$ cat src/rtl/instr_fetch_pkg.sv
// Shared processor definitions for the instruction fetch stage:
// state encoding, halt opcode marker and the default datapath width.
package instr_fetch_pkg;

    localparam int DATA_WIDTH = 16;

    localparam logic [7:0] HALT_OPCODE_HI = 8'hFF;
    localparam logic [3:0] ROM_OP_NIBBLE  = 4'h3;

    typedef enum logic [1:0] {
        ST_IDLE  = 2'd0,
        ST_FETCH = 2'd1,
        ST_HOLD  = 2'd2,
        ST_HALT  = 2'd3
    } fetch_state_t;

endpackage

$ cat src/rtl/instr_fetch_pc_counter.sv
// Program counter register: jump load has priority over increment,
// increment wraps modulo 2^DATA_WIDTH.
module fetch_pc_counter #(
    parameter int                    DATA_WIDTH = 16,
    parameter logic [DATA_WIDTH-1:0] RESET_PC   = '0
) (
    input  logic                  clk,
    input  logic                  rst_n,
    input  logic                  inc_i,
    input  logic                  load_i,
    input  logic [DATA_WIDTH-1:0] load_addr_i,
    output logic [DATA_WIDTH-1:0] pc_o
);

    logic [DATA_WIDTH-1:0] pc_q;
    logic [DATA_WIDTH-1:0] pc_d;

    always_comb begin
        pc_d = pc_q;
        if (load_i) begin
            pc_d = load_addr_i;
        end else if (inc_i) begin
            pc_d = pc_q + 1'b1;
        end
    end

    always_ff @(posedge clk or negedge rst_n) begin
        if (!rst_n) begin
            pc_q <= RESET_PC;
        end else begin
            pc_q <= pc_d;
        end
    end

    assign pc_o = pc_q;

endmodule

$ cat src/rtl/instr_fetch.sv
// Instruction fetch stage: PC, ROM read, instruction register and valid/ready
// handoff. FETCH_BOUND_CHECK_EN enables the PC range fault.
//
// state    | meaning
// ST_IDLE  | waiting for run, ROM disabled
// ST_FETCH | ROM enabled at PC, IR captured on the next edge
// ST_HOLD  | instruction valid, waiting for accept or jump
// ST_HALT  | halt consumed (or fault); only reset leaves
module instr_fetch #(
    parameter int                    DATA_WIDTH = 16,
    parameter int                    PROG_DEPTH = 16,
    parameter logic [DATA_WIDTH-1:0] RESET_PC   = '0
) (
    input  logic                  clk,
    input  logic                  rst_n,
    input  logic                  run,
    output logic [DATA_WIDTH-1:0] rom_addr,
    output logic                  rom_enable,
    input  logic [DATA_WIDTH-1:0] rom_opcode,
    input  logic [DATA_WIDTH-1:0] rom_operand,
    output logic                  instr_valid,
    input  logic                  instr_ready,
    output logic [DATA_WIDTH-1:0] instr_opcode,
    output logic [DATA_WIDTH-1:0] instr_operand,
    output logic [DATA_WIDTH-1:0] instr_pc,
    input  logic                  jump_valid,
    input  logic [DATA_WIDTH-1:0] jump_addr,
    output logic                  halted,
    output logic                  fault
);

    import instr_fetch_pkg::*;

    localparam logic [DATA_WIDTH-1:0] PC_LIMIT = PROG_DEPTH[DATA_WIDTH-1:0];

    fetch_state_t          state_q;
    logic                  rom_enable_q;
    logic                  valid_q;
    logic                  halted_q;
    logic [DATA_WIDTH-1:0] opcode_q;
    logic [DATA_WIDTH-1:0] operand_q;
    logic [DATA_WIDTH-1:0] ipc_q;
    logic [DATA_WIDTH-1:0] pc;
    logic                  accept;
    logic                  halt_accept;
    logic                  pc_oob;
    logic                  pc_load;
    logic                  pc_inc;

    assign accept      = valid_q & instr_ready;
    assign halt_accept = accept & (opcode_q[DATA_WIDTH-1 -: 8] == HALT_OPCODE_HI);

`ifdef FETCH_BOUND_CHECK_EN
    logic fault_q;
    assign pc_oob = (pc >= PC_LIMIT);
    assign fault  = fault_q;
`else
    logic pc_limit_unused;
    assign pc_limit_unused = (pc >= PC_LIMIT);
    assign pc_oob          = 1'b0;
    assign fault           = 1'b0;
`endif

    // A halt accept wins over a same-cycle jump.
    assign pc_load = jump_valid & ((state_q == ST_FETCH) | ((state_q == ST_HOLD) & ~halt_accept));
    assign pc_inc  = (state_q == ST_FETCH) & ~jump_valid & ~pc_oob;

    fetch_pc_counter #(
        .DATA_WIDTH (DATA_WIDTH),
        .RESET_PC   (RESET_PC)
    ) u_pc (
        .clk         (clk),
        .rst_n       (rst_n),
        .inc_i       (pc_inc),
        .load_i      (pc_load),
        .load_addr_i (jump_addr),
        .pc_o        (pc)
    );

    always_ff @(posedge clk or negedge rst_n) begin
        if (!rst_n) begin
            state_q      <= ST_IDLE;
            rom_enable_q <= 1'b0;
            valid_q      <= 1'b0;
            halted_q     <= 1'b0;
            opcode_q     <= '0;
            operand_q    <= '0;
            ipc_q        <= '0;
`ifdef FETCH_BOUND_CHECK_EN
            fault_q      <= 1'b0;
`endif
        end else begin
            case (state_q)
                ST_IDLE: begin
                    if (run) begin
                        state_q      <= ST_FETCH;
                        rom_enable_q <= 1'b1;
                    end
                end
                ST_FETCH: begin
                    if (jump_valid) begin
                        state_q <= ST_FETCH;
                    end else if (pc_oob) begin
                        state_q      <= ST_HALT;
                        rom_enable_q <= 1'b0;
                        halted_q     <= 1'b1;
`ifdef FETCH_BOUND_CHECK_EN
                        fault_q      <= 1'b1;
`endif
                    end else begin
                        state_q      <= ST_HOLD;
                        rom_enable_q <= 1'b0;
                        valid_q      <= 1'b1;
                        opcode_q     <= rom_opcode;
                        operand_q    <= rom_operand;
                        ipc_q        <= pc;
                    end
                end
                ST_HOLD: begin
                    if (halt_accept) begin
                        state_q  <= ST_HALT;
                        valid_q  <= 1'b0;
                        halted_q <= 1'b1;
                    end else if (jump_valid) begin
                        state_q      <= ST_FETCH;
                        valid_q      <= 1'b0;
                        rom_enable_q <= 1'b1;
                    end else if (accept) begin
                        valid_q <= 1'b0;
                        if (run) begin
                            state_q      <= ST_FETCH;
                            rom_enable_q <= 1'b1;
                        end else begin
                            state_q <= ST_IDLE;
                        end
                    end
                end
                default: begin
                    state_q <= ST_HALT;
                end
            endcase
        end
    end

    assign rom_addr      = pc;
    assign rom_enable    = rom_enable_q;
    assign instr_valid   = valid_q;
    assign instr_opcode  = opcode_q;
    assign instr_operand = operand_q;
    assign instr_pc      = ipc_q;
    assign halted        = halted_q;

endmodule

$ cat config.mk
export PLATFORM = sky130hd
export DESIGN_NAME = instr_fetch
export DESIGN_NICKNAME = d
export VERILOG_FILES = /design/src/rtl/instr_fetch_pkg.sv /design/src/rtl/instr_fetch_pc_counter.sv /design/src/rtl/instr_fetch.sv
export SDC_FILE = /design/constraint.sdc
export NUM_CORES = 1
export LEC_CHECK = 0
export BUFFER_PORTS_ARGS = -buffer_cell sky130_fd_sc_hd__buf_2
export CORE_MARGIN = 4
export CORE_UTILIZATION = 50
export CTS_BUF_LIST = sky130_fd_sc_hd__clkbuf_4 sky130_fd_sc_hd__clkbuf_8
export DETAILED_ROUTE_END_ITERATION = 16
export PLACE_DENSITY = 0.8
export SETUP_SLACK_MARGIN = 0.02
export SLEW_MARGIN = 20
export SYNTH_ARGS = -nofsm -noshare
export SYNTH_HDL_FRONTEND = slang
export SYNTH_SLANG_ARGS = --single-unit
$ cat constraint.sdc
create_clock -name clk -period 2.01 [get_ports clk]
set_input_delay 0.402 -clock clk [delete_from_list [all_inputs] [get_ports clk]]
set_output_delay 0.402 -clock clk [all_outputs]
set_load 0.05 [all_outputs]
**Word level (Yosys, flattened, before mapping)**

Cells that the tools add are included.

- Add/subtract/negate cells: 1
- Reductions and logical operators: 9
- Equal/unequal tests: 8
- Bitwise logic cells: 8
- Multiplexer cells: 20

Operator list:

| cell | number |
|---|---|
| 2-to-1 mux 16 bit | 2 |
| adder 16 x 1 -> 16 bit, second input constant | 1 |
| 2-to-1 mux 1 bit | 10 |
| 2-to-1 mux 2 bit | 5 |
| == test 8 bit, second input constant | 1 |
| inequality test 2 bit, second input constant | 3 |
| case mux 2 bit (3 select lines) | 1 |
| AND reduction 2 bit | 3 |
| AND 1 bit | 5 |
| inequality test 4 bit, second input constant | 1 |
| AND reduction 4 bit | 1 |
| nonzero test 2 bit | 2 |
| inequality test 3 bit, second input constant | 1 |
| case mux 1 bit (3 select lines) | 1 |
| AND reduction 3 bit | 1 |
| nonzero test 3 bit | 1 |
| == test 2 x 1 -> 1 bit, second input constant | 1 |
| == test 2 bit, second input constant | 1 |
| logical NOT 2 bit | 1 |
| inverter 1 bit | 2 |
| case mux 1 bit (2 select lines) | 1 |
| OR 1 bit | 1 |

- Logic and storage cells: 54
- Output and inout port bits: 68
- Input bits: 53
- Bits in registers: 69

**Longest topological paths before layout**

Gate-level depths: netlist (run 1).

- Depth after elaboration: 7
- Mapped depth: 9

**Modules after synthesis**

A second synthesis (run 1) with hierarchy kept.

- Cells, all modules: 246
- Area, all modules: 3,150.5 um2

Modules (own cells, without submodules):

| module | seq. area each (um2) | cells an instance | area an instance (um2) | instances |
|---|---|---|---|---|
| instr_fetch | 1,326.3 | 147 | 2,207.1 | 1 |
| fetch_pc_counter | 400.4 | 99 | 943.4 | 1 |

**Least setup slack after synthesis (run 1)**

Ideal clock, no wire load.

- Kind: flip-flop to flip-flop
- From: register opcode_q[13], in the netlist instr_opcode[13]
- To: register u_pc.pc_q[11], in the netlist u_pc.pc_o[11]
- Data arrival time: 1.778 ns
- Cell stages (with the launch flop): 8
- Slack: 0.095 ns
- Data required time: 1.873 ns
- Setup time: 0.137 ns
- Buffers on the path: 2
- Cell sequence: dfrtp_1 -> nand4_2 -> o41ai_2 -> buf_4 -> buf_4 -> nand2_1 -> a21oi_1 -> a21oi_1

- Word-level cells in the longest chain between the ends: 7

RTL lines:

| what | line | text |
|---|---|---|
| start, declared | instr_fetch.sv:40 | `logic [DATA_WIDTH-1:0] opcode_q;` |
| start signal, assigned | instr_fetch.sv:114 | `opcode_q <= rom_opcode;` |
| == test 8 bit (*) | instr_fetch.sv:51 | `assign halt_accept = accept & (opcode_q[DATA_WIDTH-1 -: 8] == HALT_OPCODE_HI);` |
| AND 1 bit (*) | instr_fetch.sv:51 |  |
| inverter 1 bit (*) | instr_fetch.sv:65 | `assign pc_load = jump_valid & ((state_q == ST_FETCH) \| ((state_q == ST_HOLD) & ~halt_accept));` |
| AND 1 bit (*) | instr_fetch.sv:65 |  |
| OR 1 bit (*) | instr_fetch.sv:65 |  |
| AND 1 bit (*) | instr_fetch.sv:65 |  |
| 2-to-1 mux 16 bit or nonzero test 2 bit (tied branches) | n/a |  |
| end signal, assigned | instr_fetch_pc_counter.sv:31 | `pc_q <= pc_d;` |
| end, declared | instr_fetch_pc_counter.sv:15 | `logic [DATA_WIDTH-1:0] pc_q;` |

Mark *: on every way between the ends. The rest lies on a longest branch, timed or not.
A chain may end at the register's enable or synchronous reset.

**Worst setup path in the final report (run 1)**

- From: register state_q[0]
- To: register state_q[0]

- Word-level cells in the longest chain between the ends: 3

RTL lines:

| what | line | text |
|---|---|---|
| start, declared | instr_fetch.sv:36 | `fetch_state_t state_q;` |
| start signal, assigned | instr_fetch.sv:82 | `state_q <= ST_IDLE;` |
| start signal, assigned | instr_fetch.sv:96 | `state_q <= ST_FETCH;` |
| start signal, assigned | instr_fetch.sv:102 | `state_q <= ST_FETCH;` |
| == test 2 bit or logical NOT 2 bit (tied branches) | instr_fetch.sv:93 | `case (state_q)` |
| inequality test 4 bit (no line) or inequality test 2 bit (tied branches) | n/a |  |
| AND reduction 2 bit (no line) | n/a |  |

Parallel ways exist; a longest one is shown, timed or not.

==> reports/results.txt, run 1 <==
Die area: 7620 µm²
Crit share post-route: 0.928
Remaining antenna violation count after routing: 0
Worst hold path type: primary input to asynchronous set/reset pin
Met1 Track Usage GR: 0.262
Endpoints failing hold: 0
Finished Cell Area: 4140 µm²
Met3 Use GR: 0.0785
Setup violations, final: 0
Crit Path Class: flop to flop
H-tree Lvls: 3
CTS tree: yes
Top_reg_cell synth: dfrtp_1
Max_cap viols: 0
Seq/Total Area, Yosys: 0.549
Critical path buffer and inverter count: 2
N_diodes: 0
CTS Sinks: 69
Startpoint Class: flop
Overflow after GRT: 0
Area grow syn2layout: 31.7%
Core Area: 6030 µm²
CTS Buf Count: 9
PortBufs: 119
First-pass GRT wire length: 12200 µm
Syn_area_per_cell: 11.7 µm²
Worst-skew pair later-pin latency: 0.34 ns
Most frequent cells in the layout: 119 x buf_2, 68 x dfrtp_1, 48 x mux2_2
RePlAce Congestion: 0.888
Unrepaired setup endpoints after global routing: no
Reg clk slew, reported paths: 0.07 ns
EDFF count, synth: 0
Crit path DAT: 2.08 ns
Post-Syn Nets: 326
WL final: 7560 µm
Share of cells above drive strength 1: 0.514
Status: finished, final reports clean
Total number of vias: 2592
Commonest non-fill, non-tap cell in the layout: buf_2
Die width: 87.3 µm
Final net count: 449
Post-Syn Instances: 268
DR iter-0 viols: 88
Initial Util: 0.522
Library cells used by synthesis: 43
Vias per std cell: 5.51
GR Util All Layers: 0.206
FFs w/ async S/R, synth: 1.00
CP max FO: 4
CP max stage delay: 0.54 ns
Worst path top cell family by delay: simple AND/OR/NAND/NOR gates
Synth warnings: 0
Initial antenna violation count: 0
DP Area: 3840 µm²
CTS Root Cell: clkbuf_8
GRT Max-Usage Layer: met2
DRC errors left: 0
CTS max path bufs: 2
Post-synthesis register bit count: 69
Worst Skew: 0.00713 ns
Num ports: 121
# rows: 28
CP endpoint kind: flop
Tmin final: 1.87 ns
HPWL Detailed: 5280 µm
Max Fclk: 536 MHz
Routed len/inst: 16.1 µm
Mapped cell area: 3140 µm²
Largest net degree at the start of global routing: 70
Drt first pass iters: 4
Met2 Usage GRT: 0.326
Slew Viols, Final: 0
CP cell instances: inv_1 -> ha_2 -> inv_2 -> nor4_1 -> or4b_1 -> o32a_1
Die height: 87.3 µm
Vias in the first global route: 2572
Critical Path RT: 2.23 ns
Setup tns final: 0 ns
Crit-path slowest cell: or4b_1
## worst paths after layout
check | slack [ns] | depth (start not counted) | end | from
min in group clk | 0.28 | 2 | instr_operand[8]$_DFFE_PN0P_ | rom_operand[8]
max | 0.14 | 6 | state_q[0]$_DFFE_PN0P_ | state_q[0]$_DFFE_PN0P_
min reg2reg | 0.48 | 1 | halted$_DFFE_PN0P_ | halted$_DFFE_PN0P_
max reg2reg | 0.14 | 6 | state_q[0]$_DFFE_PN0P_ | state_q[0]$_DFFE_PN0P_
max in group asynchronous | 1.62 | 2 | state_q[0]$_DFFE_PN0P_ | rst_n
min | 0.08 | 2 | u_pc.pc_o[4]$_DFFE_PN0P_ | rst_n
## per-layer routing
layer  wire length [µm]  share of wire  vias up
li1                   -              -     1213
met1               3070           0.41     1246
met2               3610           0.48      123
met3                784           0.10       10
met4                108          0.014        0
met5                  0              0        -
## through the flow
step	hold slack [ns]	worst slack [ns]	std cells	utilization
after detailed placement	0.454	0.0926	453	0.637
after CTS	0.0862	0.0782	468	0.678
after global placement	0.453	0.166	453	0.637
after global routing	0.0967	0.0390	470	0.687
after floorplan	0.106	0.0947	268	-
final	0.0811	0.145	470	0.687
## area by class of cell
type                       count  area (µm²)
inverter                       6        22.5
sequential                    69        1730
timing repair buffer         128         718
clock buffer                  11         151
clock inverter                 4        95.1
multi-input combinational    177        1330
tap                           75        93.8
fill                         451        1890
## timing repair
action | CTS | global route
hold buffers | 0 | 0
setup endpoints to repair | 0 | 15
gates resized for setup | 0 | 6
setup buffers | 0 | 1
## kinds of logic (layout without fill, tap and decap cells)
logic type      Yosys count  after routing  share of synthesized area
compound gates           57             57                      0.106
simple gates             63             63                      0.106
flops                    69             69                      0.549
fa+ha+maj                 5              5                     0.0199
other cells               1              1                    0.00119
mux                      49             49                      0.175
xor+xnor                  2              2                    0.00557
buf+inv                  22            149                     0.0370
## Yosys cell counts (2+ instances only)
cell	instances	area share
o22ai_1	2	0.0040
a21o_1	2	0.0048
ha_1	5	0.020
dfrtp_1	69	0.55
o21ai_0	6	0.0096
buf_4	4	0.0096
a311oi_1	2	0.0056
clkbuf_1	2	0.0024
nand4_1	7	0.014
buf_2	9	0.014
nand3_1	10	0.016
nor3_1	2	0.0032
o21ai_1	8	0.013
nor2_1	13	0.016
a21oi_1	29	0.046
mux2_2	48	0.17
and4_1	2	0.0056
nand2_1	17	0.020
xnor2_1	2	0.0056
and2_1	2	0.0040
inv_1	5	0.0060
## flip-flops by register name, summed over array words and instances (netlist names)
name and flops:
rom_enable 1, instr_valid 1, halted 1, state_q 2
instr_pc 16, instr_opcode 16, u_pc.pc_o 16, instr_operand 16
Power of run 1 is not shown: default switching activity piles up to over one toggle a cycle in this logic, so the estimate is an artifact.
==> inputs of run 2 (changes only) <==
Settings changed: CELL_PAD_IN_SITES_DETAIL_PLACEMENT from default to 0, CELL_PAD_IN_SITES_GLOBAL_PLACEMENT from default to 1, CORE_UTILIZATION 50 to 38, HOLD_SLACK_MARGIN from default to 0.1.
==> run 2 against run 1 <==
  * Routed wire length is 0.59% higher
  * Cell count increased by 6.6%
  * Hold slack improved by 0.20 ns
  * Sequential cell count unchanged
  * Sequential share of layout area shrank 0.13 points
  * Setup slack worse by 0.10 ns
  * Register-to-register slack worse by 0.10 ns
  * Count of clock-buffer cells in the layout down 2
  * Non-clock buffer count increased by 2
  * Largest cell class unchanged
==> reports/results.txt, run 2 (synthesis results as in run 1) <==
Crit Path Class: flop to flop
Vias in the first global route: 2602 (+1.2%)
Worst Skew: 0.00710 ns (-0.0000294 ns)
Hold slack: 0.282 ns (+0.201 ns)
Commonest non-fill, non-tap cell in the layout: buf_2
Met1 Track Usage GR: 0.194 (-0.0678)
GRT Max-Usage Layer: met2
CTS max path bufs: 2 (unchanged)
Worst hold path type: primary input to flop
CP endpoint kind: flop
Final design utilization: 0.526 (-0.161)
Max Fclk: 509 MHz (-5.1%)
Tmin final: 1.97 ns (+0.101 ns)
First-pass GRT wire length: 12500 µm (+2.9%)
Remaining antenna violation count after routing: 0 (unchanged)
Share of cells above drive strength 1: 0.508 (-0.00639)
WL final: 7610 µm (+0.59%)
Crit share post-route: 0.978 (+0.0500)
Core Area: 7890 µm² (+31%)
Routed len/inst: 15.2 µm (-5.6%)
Critical Path RT: 2.24 ns (about the same)
Status: finished, final reports clean
Drt first pass iters: 4 (unchanged)
CTS Buf Count: 9 (unchanged)
CTS Root Cell: clkbuf_8
Met3 Use GR: 0.0771 (-0.00138)
Endpoints failing hold: 0 (unchanged)
Reg clk slew, reported paths: 0.08 ns (about the same)
Setup violations, final: 0 (unchanged)
Unrepaired setup endpoints after global routing: yes
Total number of vias: 2535 (-2.2%)
Die height: 98.9 µm (+13%)
Crit path DAT: 2.19 ns (+0.11 ns)
H-tree Lvls: 3 (unchanged)
Most frequent cells in the layout: 118 x buf_2, 69 x dfrtp_1, 48 x mux2_2
DR iter-0 viols: 76 (-14%)
# rows: 32 (+14%)
CP max FO: 4 (unchanged)
Largest net degree at the start of global routing: 40 (-43%)
Worst-skew pair later-pin latency: 0.34 ns (about the same)
DRC errors left: 0 (unchanged)
Slew Viols, Final: 0 (unchanged)
Num ports: 121 (unchanged)
HPWL Detailed: 5620 µm (+6.3%)
Slew headroom: 0.618
Startpoint Class: flop
Initial Util: 0.398 (-0.123)
GR Util All Layers: 0.159 (-0.0468)
Met2 Usage GRT: 0.254 (-0.0724)
CTS Sinks: 69 (unchanged)
Placed Cells: 482 (+6.4%)
RePlAce Congestion: 0.792 (-11%)
CTS tree: yes
Final net count: 451 (+0.45%)
Die width: 98.9 µm (+13%)
Die area: 9790 µm² (+29%)
Initial antenna violation count: 1 (+1)
Max_cap viols: 0 (unchanged)
Vias per std cell: 5.06 (-8.3%)
PortBufs: 119 (unchanged)
Area grow syn2layout: 32.0%
Fin cells: 501 (+6.6%)
Overflow after GRT: 0 (unchanged)
Slew @ Worst Pin: 0.571 ns
-- run 2: cell types whose count changed in the layout (fill, tap and decap cells not counted), moves of 2 or more --
cell	delta
buf_4	+3
clkinvlp_4	+3
clkbuf_8	-2
clkinv_4	+2
-- run 2: layout make-up --
cell class,instances,area (µm²)
diodes,1,2.50
clock buffers,9,124
clock inverters,7,100
fillers,739,3740
inverters,6,22.5
multi-input cells,177,1330
flip-flops and latches,69,1730
well taps,102,128
repair buffers,130,721
-- run 2: timing repair --
action | 4_1_cts | 5_1_grt
setup endpoints to repair | 2 | 14
resized for setup | 1 | 1
hold buffers | 1 | 0
endpoints found under the hold margin | 31 | 0
setup buffers | 0 | 1
-- run 2: critical path, stage by stage, from the launching register on --
cell and delay (ns):
dfrtp_1 0.40, inv_1 0.08, ha_1 0.24, inv_1 0.13
nor4_1 0.10, or4b_1 0.56, o32a_1 0.35
-- run 2: through the flow --
stage / setup TNS, ns / cell area, µm² / setup WS, ns
4_1_cts: 0 / 4140 / 0.0600
3_3_place_gp: 0 / 3890 / 0.0273
2_1_floorplan: 0 / 3140 / 0.0947
5_1_grt: -0.0570 / 4150 / -0.0297
3_5_place_dp: -0.0973 / 3890 / -0.0651
6_report: 0 / 4150 / 0.0440
-- run 2: worst paths after layout --
path | start | end | slack [ns] | cells past startpoint
max | state_q[0]$_DFFE_PN0P_ | state_q[0]$_DFFE_PN0P_ | 0.04 | 6
min | rom_opcode[0] | instr_opcode[0]$_DFFE_PN0P_ | 0.28 | 2
max reg2reg | state_q[0]$_DFFE_PN0P_ | state_q[0]$_DFFE_PN0P_ | 0.04 | 6
min reg2reg | halted$_DFFE_PN0P_ | halted$_DFFE_PN0P_ | 0.48 | 1
max in group asynchronous | rst_n | instr_operand[10]$_DFFE_PN0P_ | 0.91 | 3
min in group asynchronous | rst_n | instr_pc[3]$_DFFE_PN0P_ | 0.54 | 2
-- run 2: metal layers --
metal / wire [µm] / vias up
met2: 3570 / 102
met5: 13 / -
met3: 776 / 8
li1: - / 1210
met1: 3190 / 1213
met4: 60 / 2
Power of run 2 is left out for the same reason.
